<file path="config.mk">
export PLATFORM = sky130hd
export DESIGN_NAME = mc_control_unit
export DESIGN_NICKNAME = d
export VERILOG_FILES = /design/src/rtl/mc_control_unit.sv
export SDC_FILE = /design/constraint.sdc
export NUM_CORES = 1
export LEC_CHECK = 0
export BUFFER_PORTS_ARGS = -buffer_cell sky130_fd_sc_hd__buf_4
export CORE_ASPECT_RATIO = 1.25
export CORE_UTILIZATION = 25
export DETAILED_ROUTE_END_ITERATION = 10
export GPL_ROUTABILITY_DRIVEN = 1
export REMOVE_ABC_BUFFERS = 1
export SLEW_MARGIN = 20
export SYNTH_ARGS = -nofsm -noshare
export SYNTH_HDL_FRONTEND = slang
export SYNTH_SLANG_ARGS = --single-unit
</file>
<file path="constraint.sdc">
create_clock -name clk -period 2.4 [get_ports clk]
set_input_delay 0.12 -clock clk [delete_from_list [all_inputs] [get_ports clk]]
set_output_delay 0.12 -clock clk [all_outputs]
set_load 0.1 [all_outputs]
</file>
<file path="src/rtl/mc_control_unit.sv">
// mc_control_unit: multi-cycle ARM-subset control FSM with registered control outputs and CPSR.
// Ports: clk/reset (sync, active-high); Cond/Op/func from the instruction register; ALU_Flag live {N,Z,C,V};
// outputs are datapath write enables, mux selects, ALU_Control, registered CPSR and the current State.
module mc_control_unit #(
    parameter logic [3:0] CPSR_INIT = 4'b0000
) (
    input  logic       clk,
    input  logic       reset,
    input  logic [3:0] Cond,
    input  logic [1:0] Op,
    input  logic [5:0] func,
    input  logic [3:0] ALU_Flag,
    output logic       PC_Write,
    output logic       IR_Write,
    output logic       Reg_Write,
    output logic       Mem_Write,
    output logic       Adr_Src,
    output logic       ALU_SrcA,
    output logic [1:0] ALU_SrcB,
    output logic [1:0] Result_Src,
    output logic [2:0] ALU_Control,
    output logic [3:0] CPSR,
    output logic [3:0] State
);
    typedef enum logic [3:0] {
        FETCH  = 4'd0,
        DECODE = 4'd1,
        MEMADR = 4'd2,
        MEMRD  = 4'd3,
        MEMWB  = 4'd4,
        MEMWR  = 4'd5,
        EXEC   = 4'd6,
        ALUWB  = 4'd7,
        BRANCH = 4'd8
    } state_t;

    state_t     r_state;
    state_t     w_next;
    state_t     w_go;
    logic       w_cond_ok;
    logic       w_supp;
    logic       w_cmp;
    logic       w_flag_ld;
    logic [2:0] w_alu;
    logic [3:0] w_cmd;

    assign State = r_state;
    assign w_cmd = func[4:1];

    // CPSR is {N,Z,C,V}
    always_comb begin
        w_cond_ok = 1'b0;
        case (Cond)
            4'b0000: w_cond_ok = CPSR[2];
            4'b0001: w_cond_ok = !CPSR[2];
            4'b0010: w_cond_ok = CPSR[1];
            4'b0011: w_cond_ok = !CPSR[1];
            4'b0100: w_cond_ok = CPSR[3];
            4'b0101: w_cond_ok = !CPSR[3];
            4'b1010: w_cond_ok = CPSR[3] == CPSR[0];
            4'b1011: w_cond_ok = CPSR[3] != CPSR[0];
            4'b1110: w_cond_ok = 1'b1;
            default: w_cond_ok = 1'b0;
        endcase
    end

    // w_supp covers commands that write back; CMP is handled separately
    always_comb begin
        w_supp = w_cmd == 4'b0100 || w_cmd == 4'b0010 || w_cmd == 4'b0000 || w_cmd == 4'b1100 || w_cmd == 4'b1101;
        w_cmp  = w_cmd == 4'b1010;
        w_alu  = (w_cmd == 4'b0010 || w_cmp) ? 3'b001 :
                 w_cmd == 4'b0000 ? 3'b010 :
                 w_cmd == 4'b1100 ? 3'b011 :
                 w_cmd == 4'b1101 ? 3'b100 : 3'b000;
        w_flag_ld = r_state == EXEC && ((func[0] && w_supp) || w_cmp);
    end

    always_comb begin
        w_next = FETCH;
        case (r_state)
            FETCH:   w_next = DECODE;
            DECODE:  w_next = (!w_cond_ok || Op == 2'b11) ? FETCH :
                              Op == 2'b01 ? MEMADR :
                              Op == 2'b00 ? EXEC : BRANCH;
            MEMADR:  w_next = func[0] ? MEMRD : MEMWR;
            MEMRD:   w_next = MEMWB;
            EXEC:    w_next = w_supp ? ALUWB : FETCH;
            default: w_next = FETCH;
        endcase
        w_go = reset ? FETCH : w_next;
    end

    // Outputs are decoded from the state being entered, so they are registered alongside it
    always_ff @(posedge clk) begin
        r_state     <= w_go;
        CPSR        <= reset ? CPSR_INIT : w_flag_ld ? ALU_Flag : CPSR;
        PC_Write    <= w_go == FETCH || w_go == BRANCH;
        IR_Write    <= w_go == FETCH;
        Reg_Write   <= w_go == MEMWB || w_go == ALUWB;
        Mem_Write   <= w_go == MEMWR;
        Adr_Src     <= w_go == MEMRD || w_go == MEMWR;
        ALU_SrcA    <= w_go == FETCH || w_go == BRANCH;
        ALU_SrcB    <= w_go == FETCH ? 2'b10 :
                       (w_go == MEMADR || w_go == BRANCH) ? 2'b01 :
                       w_go == EXEC ? {1'b0, func[5]} : 2'b00;
        Result_Src  <= (w_go == FETCH || w_go == BRANCH) ? 2'b10 : w_go == MEMWB ? 2'b01 : 2'b00;
        ALU_Control <= w_go == EXEC ? w_alu : 3'b000;
    end
endmodule

</file>
==> results of run 1 <==
[flip-flops by register name, summed over array words and instances (netlist names)]
name and cells:
IR_Write 1, ALU_SrcB 2, Adr_Src 1, Result_Src 2, Mem_Write 1, ALU_SrcA 1
Reg_Write 1, State 4, ALU_Control 3, CPSR 4
[final timing paths]
path / from / end / slack, ps / cells past startpoint
max: State[0] / Adr_Src / 310 / 6
min: func[2] / ALU_Control[1] / 50 / 2
max reg2reg: State[0] / Adr_Src / 310 / 6
min reg2reg: CPSR[1] / CPSR[1] / 550 / 2
[worst reg2reg max path, stage by stage (launching register included)]
cell	delay, ps
dfxtp_1	420
nor4b_1	290
nand3_1	190
or2_2	310
o31ai_1	450
nor3b_1	240
nor3_1	70
[logic make-up (layout without fill, tap and decap cells)]
| logic type | Yosys count | count (layout) | share of synthesized area, % |
|---|---|---|---|
| flip-flops | 20 | 20 | 41.3 |
| XOR/XNOR | 3 | 3 | 2.71 |
| AO/OA/AOI/OAI | 21 | 21 | 17.3 |
| AND/OR/NAND/NOR | 49 | 49 | 31.0 |
| buffers and inverters | 8 | 47 | 3.49 |
| multiplexers | 4 | 4 | 4.13 |
[power groups by stage]
| stage | Clock, mW | Sequential, mW | Combinational [mW] |
|---|---|---|---|
| after global routing | 0.240 | 0.350 | 0.208 |
| after global placement | 0 | 0.357 | 0.198 |
| after detailed placement | 0 | 0.357 | 0.199 |
| after floorplan | 0 | 0.449 | 0.0450 |
| final | 0.215 | 0.349 | 0.199 |
| after CTS | 0.225 | 0.349 | 0.200 |
[cell usage after synthesis (2+ instances only)]
cell type	count	area share, %
dfxtp_1	20	41
nand2_1	7	2.7
inv_1	6	2.3
nor2_1	6	2.3
nand2b_1	5	3.2
nor3_1	5	2.6
mux2i_1	4	4.1
a211oi_1	3	2.3
o21ai_0	3	1.5
a21oi_1	2	1.0
a41oi_1	2	1.8
and2b_1	2	1.5
nand3_1	2	1.0
nor2b_1	2	1.3
nor4_1	2	1.3
nor4_2	2	2.6
or2_2	2	1.3
or2b_1	2	1.5
or2b_2	2	1.8
or3_1	2	1.3
or4_1	2	1.5
xor2_1	2	1.8
[layout by cell type (no fill, tap or decap), types with 3 or more instances in the layout]
cell | Yosys | routed
a211oi_1 | 3 | 3
buf_4 | 1 | 38
clkbuf_8 | 0 | 3
dfxtp_1 | 20 | 20
inv_1 | 6 | 6
mux2i_1 | 4 | 4
nand2_1 | 7 | 7
nand2b_1 | 5 | 5
nor2_1 | 6 | 6
nor3_1 | 5 | 5
o21ai_0 | 3 | 3
[routing by layer]
metal | up-vias | routed length [microns] | GRT usage [%]
met3 | 4 | 181 | 3.07
met2 | 27 | 1120 | 20.4
met5 | - | 0 | 0
met1 | 401 | 994 | 13.3
li1 | 465 | - | -
met4 | 0 | 25 | 4.76
[layout make-up]
class	count	share of cell area [%]
tap	39	3.66
sequential	20	30.0
clock buffer	3	3.10
inverter	6	1.69
multi-input combinational	77	40.1
timing repair buffer	38	21.4
[stage by stage]
stage                     power (mW)  setup WS, ps  hold slack [ps]  util, %  std cells
final                          0.763           314             46.2     37.0        183
after global routing           0.798           145             33.6     37.0        183
after CTS                      0.774           311             41.3     37.0        183
after detailed placement       0.555           335              319     35.8        180
after global placement         0.555           395              319     35.8        180
after floorplan                0.494          -122              191        -        103
==> metrics.md, run 1 <==
| Metric | Value |
|---|---|
| DP Area | `1290 sq um` |
| Failing checks | `design-rule violations` |
| Die width | `57.7 microns` |
| Yosys warnings | `0` |
| Lkg Pwr | `0.591 nW` |
| Final critical-path required period | `2090 ps` |
| PortBufs | `38` |
| Status | `finished, violations left` |
| RSZ-0062 raised after global routing | `false` |
| Slowest stage delay, CP | `450 ps` |
| Maximum buffer depth of the clock tree | `2` |
| Slew headroom | `65.0%` |
| Crit share post-route | `86.9%` |
| NetSw | `0.251 mW` |
| Chip height | `71.6 microns` |
| CTS sink cnt | `20` |
| Synthesized cell area | `968 sq um` |
| Vias in the first global route | `893` |
| Diodes inserted | `0` |
| Reg area | `400 sq um` |
| Synthesized area per cell | `9.22 sq um` |
| Initial antenna violation count | `0` |
| Pwr dens | `572 nW/um^2` |
| Multi-input logic area | `534 sq um` |
| VDD IR max | `0.000331 V` |
| Endpoint class of the critical path | `register` |
| Yosys reg bits | `20` |
| Critical path type | `register to register` |
| Num rows | `24` |
| Area growth from synthesis to layout | `37.6%` |
| Worst-path clk slew | `70 ps` |
| Hold_buf cts | `0` |
| Starting Density | `26.9%` |
| Seq pwr share | `45.8%` |
| CP top delay family | `simple AND/OR/NAND/NOR gates` |
| Comb pwr share | `26.1%` |
| Total CTS buffers | `3` |
| Max FO, Critical Path | `8` |
| Asr flop ratio synth | `0%` |
| Sequential element share of the synthesized area | `41.3%` |
| WP data required | `2540 ps` |
| Core region area | `3600 sq um` |
| Htree depth | `1` |
| Routed via count | `897` |
| Post-DRT Antenna Nets | `0` |
| First-pass GRT wire length | `3760 microns` |
| Vias per cell | `4.90` |
| Filler Cell Count | `384` |
| Critical path buffers and inverters | `0` |
| Total negative setup slack | `0 ps` |
| Initial DRT Pass Iterations | `7` |
| Setup Viol. Count Final | `0` |
| Achievable Freq | `479 MHz` |
| Clock power frac | `28.1%` |
| Placer's final routability congestion estimate | `0.751` |
| Post-synth EDFFs | `0` |
| Drt drc | `1` |
| Worst-Margin Slew | `521 ps` |
| Largest net degree at the start of global routing | `11` |
| Wirelength per Cell | `12.7 microns` |
| Grt ovf | `0` |
| Detailed-route wire length | `2320 microns` |
| Critical path arrival | `2230 ps` |
| Ports | `39` |
| Final instance area | `1330 sq um` |
| Post CTS Setup Buffer Count | `0` |
| Layout cells sized above 1 | `35.4%` |
| Max-slew violations | `0` |
| GR Util All Layers | `11.7%` |
| Post-Synthesis Cells | `105` |
| Post-CTS Resized | `0` |
| Number of DRC markers in iteration 0 | `13` |
| Worst-path cell chain | `nor4b_1, nand3_1, or2_2, o31ai_1, nor3b_1, nor3_1` |
| Sw frac | `32.9%` |
| CTS tree | `yes` |
| MaxCap Viol Count | `0` |
| HPWL Detailed | `1860 microns` |
| Clock latency on the worst-skew pair | `260 ps` |
| Slowest cell on the critical path | `o31ai_1` |
| Die area | `4130 sq um` |
| Skew final | `1.28 ps` |
| Synth unique cells | `42` |
| Final nets | `164` |
| Internal Pwr Total | `0.512 mW` |
| Hold Fails Final Rpt | `0` |
| Min-delay worst type | `input port to register` |
| Root Buffer | `clkbuf_8` |
| Crit start category | `register` |
| Most common flop cell mapped by yosys | `dfxtp_1` |
No activity file was read; power rests on OpenSTA's default activity.
==> run 2: changes to the inputs <==
--- a/config.mk
+++ b/config.mk
@@ -5,13 +5,13 @@
 export SDC_FILE = /design/constraint.sdc
 export NUM_CORES = 1
 export LEC_CHECK = 0
+export ABC_AREA = 1
 export BUFFER_PORTS_ARGS = -buffer_cell sky130_fd_sc_hd__buf_4
 export CORE_ASPECT_RATIO = 1.25
 export CORE_UTILIZATION = 25
 export DETAILED_ROUTE_END_ITERATION = 10
 export GPL_ROUTABILITY_DRIVEN = 1
 export REMOVE_ABC_BUFFERS = 1
-export SLEW_MARGIN = 20
 export SYNTH_ARGS = -nofsm -noshare
 export SYNTH_HDL_FRONTEND = slang
 export SYNTH_SLANG_ARGS = --single-unit
==> run 2 against run 1 <==
- the flow now finishes without violations
- sequential power hardly changed
- setup slack better by 520 ps
- global-route usage is 0.24 points higher
- largest cell class unchanged
- highest routed layer unchanged
==> metrics.md, run 2 <==
| Metric | Value |
|---|---|
| Post-CTS Resized | `0` |
| Final Util | `37.9%` |
| Total negative setup slack | `0 ps` |
| Slowest stage delay, CP | `380 ps` |
| Drt drc | `0` |
| Synth cell count leaders | `nand2_1 (31), dfxtp_1 (20), inv_1 (20), nor2_1 (20), nand3_1 (9)` |
| Layout cells sized above 1 | `32.2%` |
| Synthesized cell area | `933 sq um` |
| RSZ-0062 raised after global routing | `false` |
| Worst-path clk slew | `80 ps` |
| MaxCap Viol Count | `0` |
| Largest net degree at the start of global routing | `13` |
| Detailed-route wire length | `2100 microns` |
| Most common cell in the netlist | `nand2_1` |
| Total CTS buffers | `3` |
| Maximum buffer depth of the clock tree | `2` |
| Starting Density | `26.6%` |
| Post CTS Setup Buffer Count | `0` |
| Vias per cell | `4.45` |
| Synthesized area per cell | `7.02 sq um` |
| CTS sink cnt | `20` |
| Asr flop ratio synth | `0%` |
| Critical path type | `register to register` |
| Achievable Freq | `638 MHz` |
| Lkg Pwr | `0.682 nW` |
| Cells after DPL | `209` |
| Wirelength per Cell | `9.86 microns` |
| Hold Fails Final Rpt | `0` |
| Status | `finished clean` |
| Final nets | `193` |
| Slew headroom | `78.8%` |
| Diodes inserted | `0` |
| Min-delay worst type | `input port to register` |
| Yosys warnings | `0` |
| Commonest cells after routing, fill and taps aside | `buf_4 (38), nand2_1 (31), dfxtp_1 (20), inv_1 (20), nor2_1 (20)` |
| Core region area | `3510 sq um` |
| WP data required | `2560 ps` |
| Vias in the first global route | `891` |
| Die width | `56.7 microns` |
| Htree depth | `1` |
| Post-Synthesis Cells | `133` |
| CP dominant cell by count | `nor2_1` |
| Clock latency on the worst-skew pair | `260 ps` |
| Critical path arrival | `1730 ps` |
| Yosys top cell by area | `dfxtp_1` |
| Ports | `39` |
| Crit start category | `register` |
| Endpoint class of the critical path | `register` |
| Worst-path cell chain | `inv_1, nor2_1, nand3_1, nor2_1, a31oi_1, nand2_1, nand2_4, nand2_2, nor2_1, nor2_1, nand2_1` |
| Routed via count | `947` |
| Synth top area cells | `dfxtp_1 (43%), nand2_1 (12%), inv_1 (8.0%)` |
| Grt ovf | `0` |
| Crit share post-route | `65.3%` |
| GR Util All Layers | `11.9%` |
| Placer's final routability congestion estimate | `0.797` |
| Post-synth EDFFs | `0` |
| Pwr dens | `671 nW/um^2` |
| Post-synth top area share | `42.9%` |
| Num rows | `24` |
| Sequential element share of the synthesized area | `42.9%` |
| Most common cell after layout, fill and taps aside | `buf_4` |
| HPWL Detailed | `1730 microns` |
| Post-DRT Antenna Nets | `0` |
| Max-slew violations | `0` |
| Max FO, Critical Path | `6` |
| Hold_buf cts | `0` |
| Setup Viol. Count Final | `0` |
| Yosys reg bits | `20` |
| Root Buffer | `clkbuf_8` |
| Number of DRC markers in iteration 0 | `24` |
| CTS tree | `yes` |
| Die area | `3980 sq um` |
| Synth unique cells | `22` |
| Slowest cell on the critical path | `dfxtp_1` |
| Area growth from synthesis to layout | `42.6%` |
| First-pass GRT wire length | `3730 microns` |
| Initial antenna violation count | `0` |
| Worst-Margin Slew | `318 ps` |
| PortBufs | `38` |
| VDD IR max | `0.000382 V` |
| Final instance count without filler cells | `213` |
| Chip height | `70.3 microns` |
| Final critical-path required period | `1570 ps` |
| Most common flop cell mapped by yosys | `dfxtp_1` |
| Initial DRT Pass Iterations | `4` |
| Skew final | `3.55 ps` |
==> run 2: changes by cell type in the layout (fill, tap and decap cells not counted), moves of 3 or more <==
cell      previous run  this run
nand2_1              7        31
inv_1                6        20
nor2_1               6        20
nand3_1              2         9
nand2b_1             5         0
nor3_1               5         0
mux2i_1              4         0
nor2_2               0         4
a21oi_1              2         5
nand2_2              0         3
==> run 2: cell type report <==
type                            count  area (sq um)
Fill cell                         369          2180
Multi-Input combinational cell     90           443
Sequential cell                    20           400
Timing Repair Buffer               38           285
Inverter                           22          82.6
Tap cell                           39          48.8
Clock buffer                        3          41.3
Clock inverter                      1          30.0
==> run 2: worst max-delay path, delay by kind of cell, from the launching register on <==
family	cells	cell delay [ps]
compound gates	1	70
flops	1	380
simple gates	9	950
buf+inv	1	70
==> run 2: final timing paths <==
path	startpoint	cells past startpoint	to	slack (ps)
worst max-delay path	State[1]	11	ALU_SrcB[0]	830
worst max register to register	State[1]	11	ALU_SrcB[0]	830
worst min-delay path	func[5]	3	ALU_SrcB[0]	50
worst min register to register	CPSR[0]	2	CPSR[0]	500
==> run 2: metal layers <==
metal	global-route usage (%)	part of all wire (%)	wire [microns]
met5	0	0	0
met4	5.69	1.8	37
met3	2.78	5.9	124
met2	20.1	51	1070
met1	13.9	41	869
==> run 2: report_power, final <==
part / switching, mW / internal [mW] / total [mW]
sequential: 0.00598 / 0.344 / 0.350
combinational: 0.156 / 0.0524 / 0.208
clock: 0.112 / 0.223 / 0.335
total: 0.274 / 0.619 / 0.893
==> run 2: cells by family after synthesis <==
kind of cell	synth area share, %
buffers and inverters	9.65
DFF	42.9
AOI/OAI and AO/OA	10.5
and+or+nand+nor	37.0
==> run 2: per-stage QoR <==
stage               power (mW)  hold WS, ps  worst slack [ps]  instance area (sq um)
floorplan                0.507          200               215                    926
global placement         0.567          321               837                   1260
detailed placement       0.567          318               847                   1260
CTS                      0.901         52.2               814                   1330
global route             0.926         55.7               595                   1330
finish                   0.893         54.6               832                   1330
==> run 3: changes to the inputs <==
==> constraint.sdc (replaced) <==
create_clock -name clk -period 1.6 [get_ports clk]
set_input_delay 0.08 -clock clk [delete_from_list [all_inputs] [get_ports clk]]
set_output_delay 0.08 -clock clk [all_outputs]
set_load 0.1 [all_outputs]
==> run 3 against run 2 <==
- sequential power is 50% higher
- wire length up 3.1%
- sequential share of layout area fell by 1.4 points
- first-iteration DRC count is 13% lower
- sequential cell count unchanged
- clock skew down 1.6 ps
- register-to-register slack lost 690 ps
- total power grew 52%
- non-clock buffer count rose by 4
- critical path type unchanged
- critical endpoint is now Reg_Write
==> metrics.md, run 3 (synthesis gave the netlist of run 2 again) <==
| Metric | Value |
|---|---|
| Setup WS post-layout | `137 ps` |
| Total CTS buffers | `3` |
| Grt ovf | `0` |
| Chip height | `70.3 microns` |
| Detailed-route wire length | `2170 microns` |
| RR Startpoint | `State[1]` |
| Lkg Pwr | `0.709 nW` |
| Pwr dens | `961 nW/um^2` |
| Root Buffer | `clkbuf_8` |
| R2r setup slk | `140 ps` |
| MaxCap Viol Count | `0` |
| Vias per cell | `4.40` |
| Final Util | `40.2%` |
| First-pass GRT wire length | `3590 microns` |
| Achievable Freq | `684 MHz` |
| Critical path arrival | `1620 ps` |
| RSZ-0062 raised after global routing | `true` |
| Layout cells sized above 1 | `41.0%` |
| Worst R2R End | `Reg_Write` |
| Die area | `3980 sq um` |
| Status | `finished clean` |
| Worst-path clk slew | `70 ps` |
| CTS tree | `yes` |
| HPWL Detailed | `1700 microns` |
| Worst-Margin Slew | `329 ps` |
| Post-DRT Antenna Nets | `0` |
| Setup Viol. Count Final | `0` |
| Min-delay worst type | `input port to register` |
| Die width | `56.7 microns` |
| Crit share post-route | `91.4%` |
| Hold EP | `ALU_SrcB[0]` |
| Slowest stage delay, CP | `360 ps` |
| PortBufs | `38` |
| Num rows | `24` |
| Drt drc | `0` |
| GR Util All Layers | `11.2%` |
| WP data required | `1760 ps` |
| Worst hold path stage count | `3` |
| Critical path type | `register to register` |
| Placer's final routability congestion estimate | `0.797` |
| Area growth from synthesis to layout | `51.2%` |
| Htree depth | `1` |
| Wirelength per Cell | `9.98 microns` |
| Final critical-path required period | `1460 ps` |
| Number of DRC markers in iteration 0 | `21` |
| Starting Density | `26.6%` |
| Ports | `39` |
| Final nets | `197` |
| Slew headroom | `78.0%` |
| Slowest cell on the critical path | `dfxtp_2` |
| Hold path startpoint | `func[5]` |
| Largest net degree at the start of global routing | `13` |
| Initial DRT Pass Iterations | `4` |
| Endpoint class of the critical path | `register` |
| CP top delay family | `simple AND/OR/NAND/NOR gates` |
| Hold Fails Final Rpt | `0` |
| Routed via count | `955` |
| Crit start category | `register` |
| Diodes inserted | `0` |
| Most common cell after layout, fill and taps aside | `buf_4` |
| Max FO, Critical Path | `4` |
| Max-slew violations | `0` |
| Worst-path cell chain | `inv_1, nor2_2, nand3_2, nor2_4, buf_4, a21oi_2, nor2_2, inv_1, nand2_2, a21oi_1` |
| Placement Setup Slack | `39.5 ps` |
| Commonest cells after routing, fill and taps aside | `buf_4 (42), nand2_1 (26), inv_1 (20)` |
| Maximum buffer depth of the clock tree | `2` |
| CTS sink cnt | `20` |
| Clock latency on the worst-skew pair | `260 ps` |
| Skew final | `2.00 ps` |
| Vias in the first global route | `876` |
| VDD IR max | `0.000532 V` |
| Filler Cell Count | `374` |
| Worst r2r path cells | `10` |
| Core region area | `3510 sq um` |
| Initial antenna violation count | `0` |
| Critical path buffers and inverters | `3` |
## run 3: changes by cell type in the layout (fill, tap and decap cells not counted)
cell     delta
buf_4       +4
dfxtp_1     -4
dfxtp_2     +4
nand2_1     -5
nand2_2     +4
nand2_4     +1
nand3_1     -1
nand3_2     +1
nor2_1      -3
nor2_4      +3
## run 3: area by class of cell
cell class              instances  area (sq um)  area share [%]
clock buffers                   3          41.3            2.93
flip-flops and latches         20           405            28.7
inverters                      22          82.6            5.85
clock inverters                 1          30.0            2.13
repair buffers                 42           315            22.3
multi-input cells              90           488            34.6
well taps                      39          48.8            3.46
## run 3: through the flow
| step | instances | area [sq um] | setup TNS [ps] | total power, mW | hold WS [ps] |
|---|---|---|---|---|---|
| after floorplan | 132 | 926 | -8170 | 0.760 | 160 |
| after global placement | 209 | 1260 | 0 | 0.850 | 282 |
| after detailed placement | 209 | 1260 | 0 | 0.850 | 285 |
| after CTS | 213 | 1330 | 0 | 1.35 | 8.09 |
| after global routing | 217 | 1410 | -35.9 | 1.40 | 13.4 |
| final | 217 | 1410 | 0 | 1.36 | 0.452 |
## run 3: worst min-delay path, delay by kind of cell
family / cells / cell delay, ps
buffers and inverters: 1 / 70
and+or+nand+nor: 2 / 80
## run 3: how the worst max path moves through the flow
stage                   from           to  slack, ps  depth (start not counted)
floorplan           State[1]  ALU_SrcB[0]       -590                         11
global placement    State[1]  ALU_SrcB[0]         40                         11
detailed placement  State[1]  ALU_SrcB[0]         40                         11
CTS                 State[1]  ALU_SrcB[0]         30                         11
global route         CPSR[2]  ALU_SrcB[0]        -30                         13
finish              State[1]    Reg_Write        140                         10
## run 3: what timing repair did
item	4_1_cts	5_1_grt
gates resized for setup	1	16
hold buffers	0	0
endpoints found under the setup margin	1	12
buffers inserted	0	4
hold endpoints to repair	0	0
pin swaps	0	10
## run 3: per-layer routing
metal	GRT usage [%]	vias up	wire, microns	share of wire (%)
met5	0	-	0	0
met4	4.88	0	25	1.2
met3	2.41	2	125	5.8
met2	19.0	27	1080	50
met1	13.5	419	937	43
li1	-	507	-	-
## run 3: report_power, final
part | leakage [nW] | internal (mW) | total (mW) | switching (mW)
logic | 0.508 | 0.0844 | 0.325 | 0.240
clock network | 0.0357 | 0.334 | 0.506 | 0.172
registers | 0.165 | 0.516 | 0.526 | 0.00980
total | 0.709 | 0.935 | 1.36 | 0.422
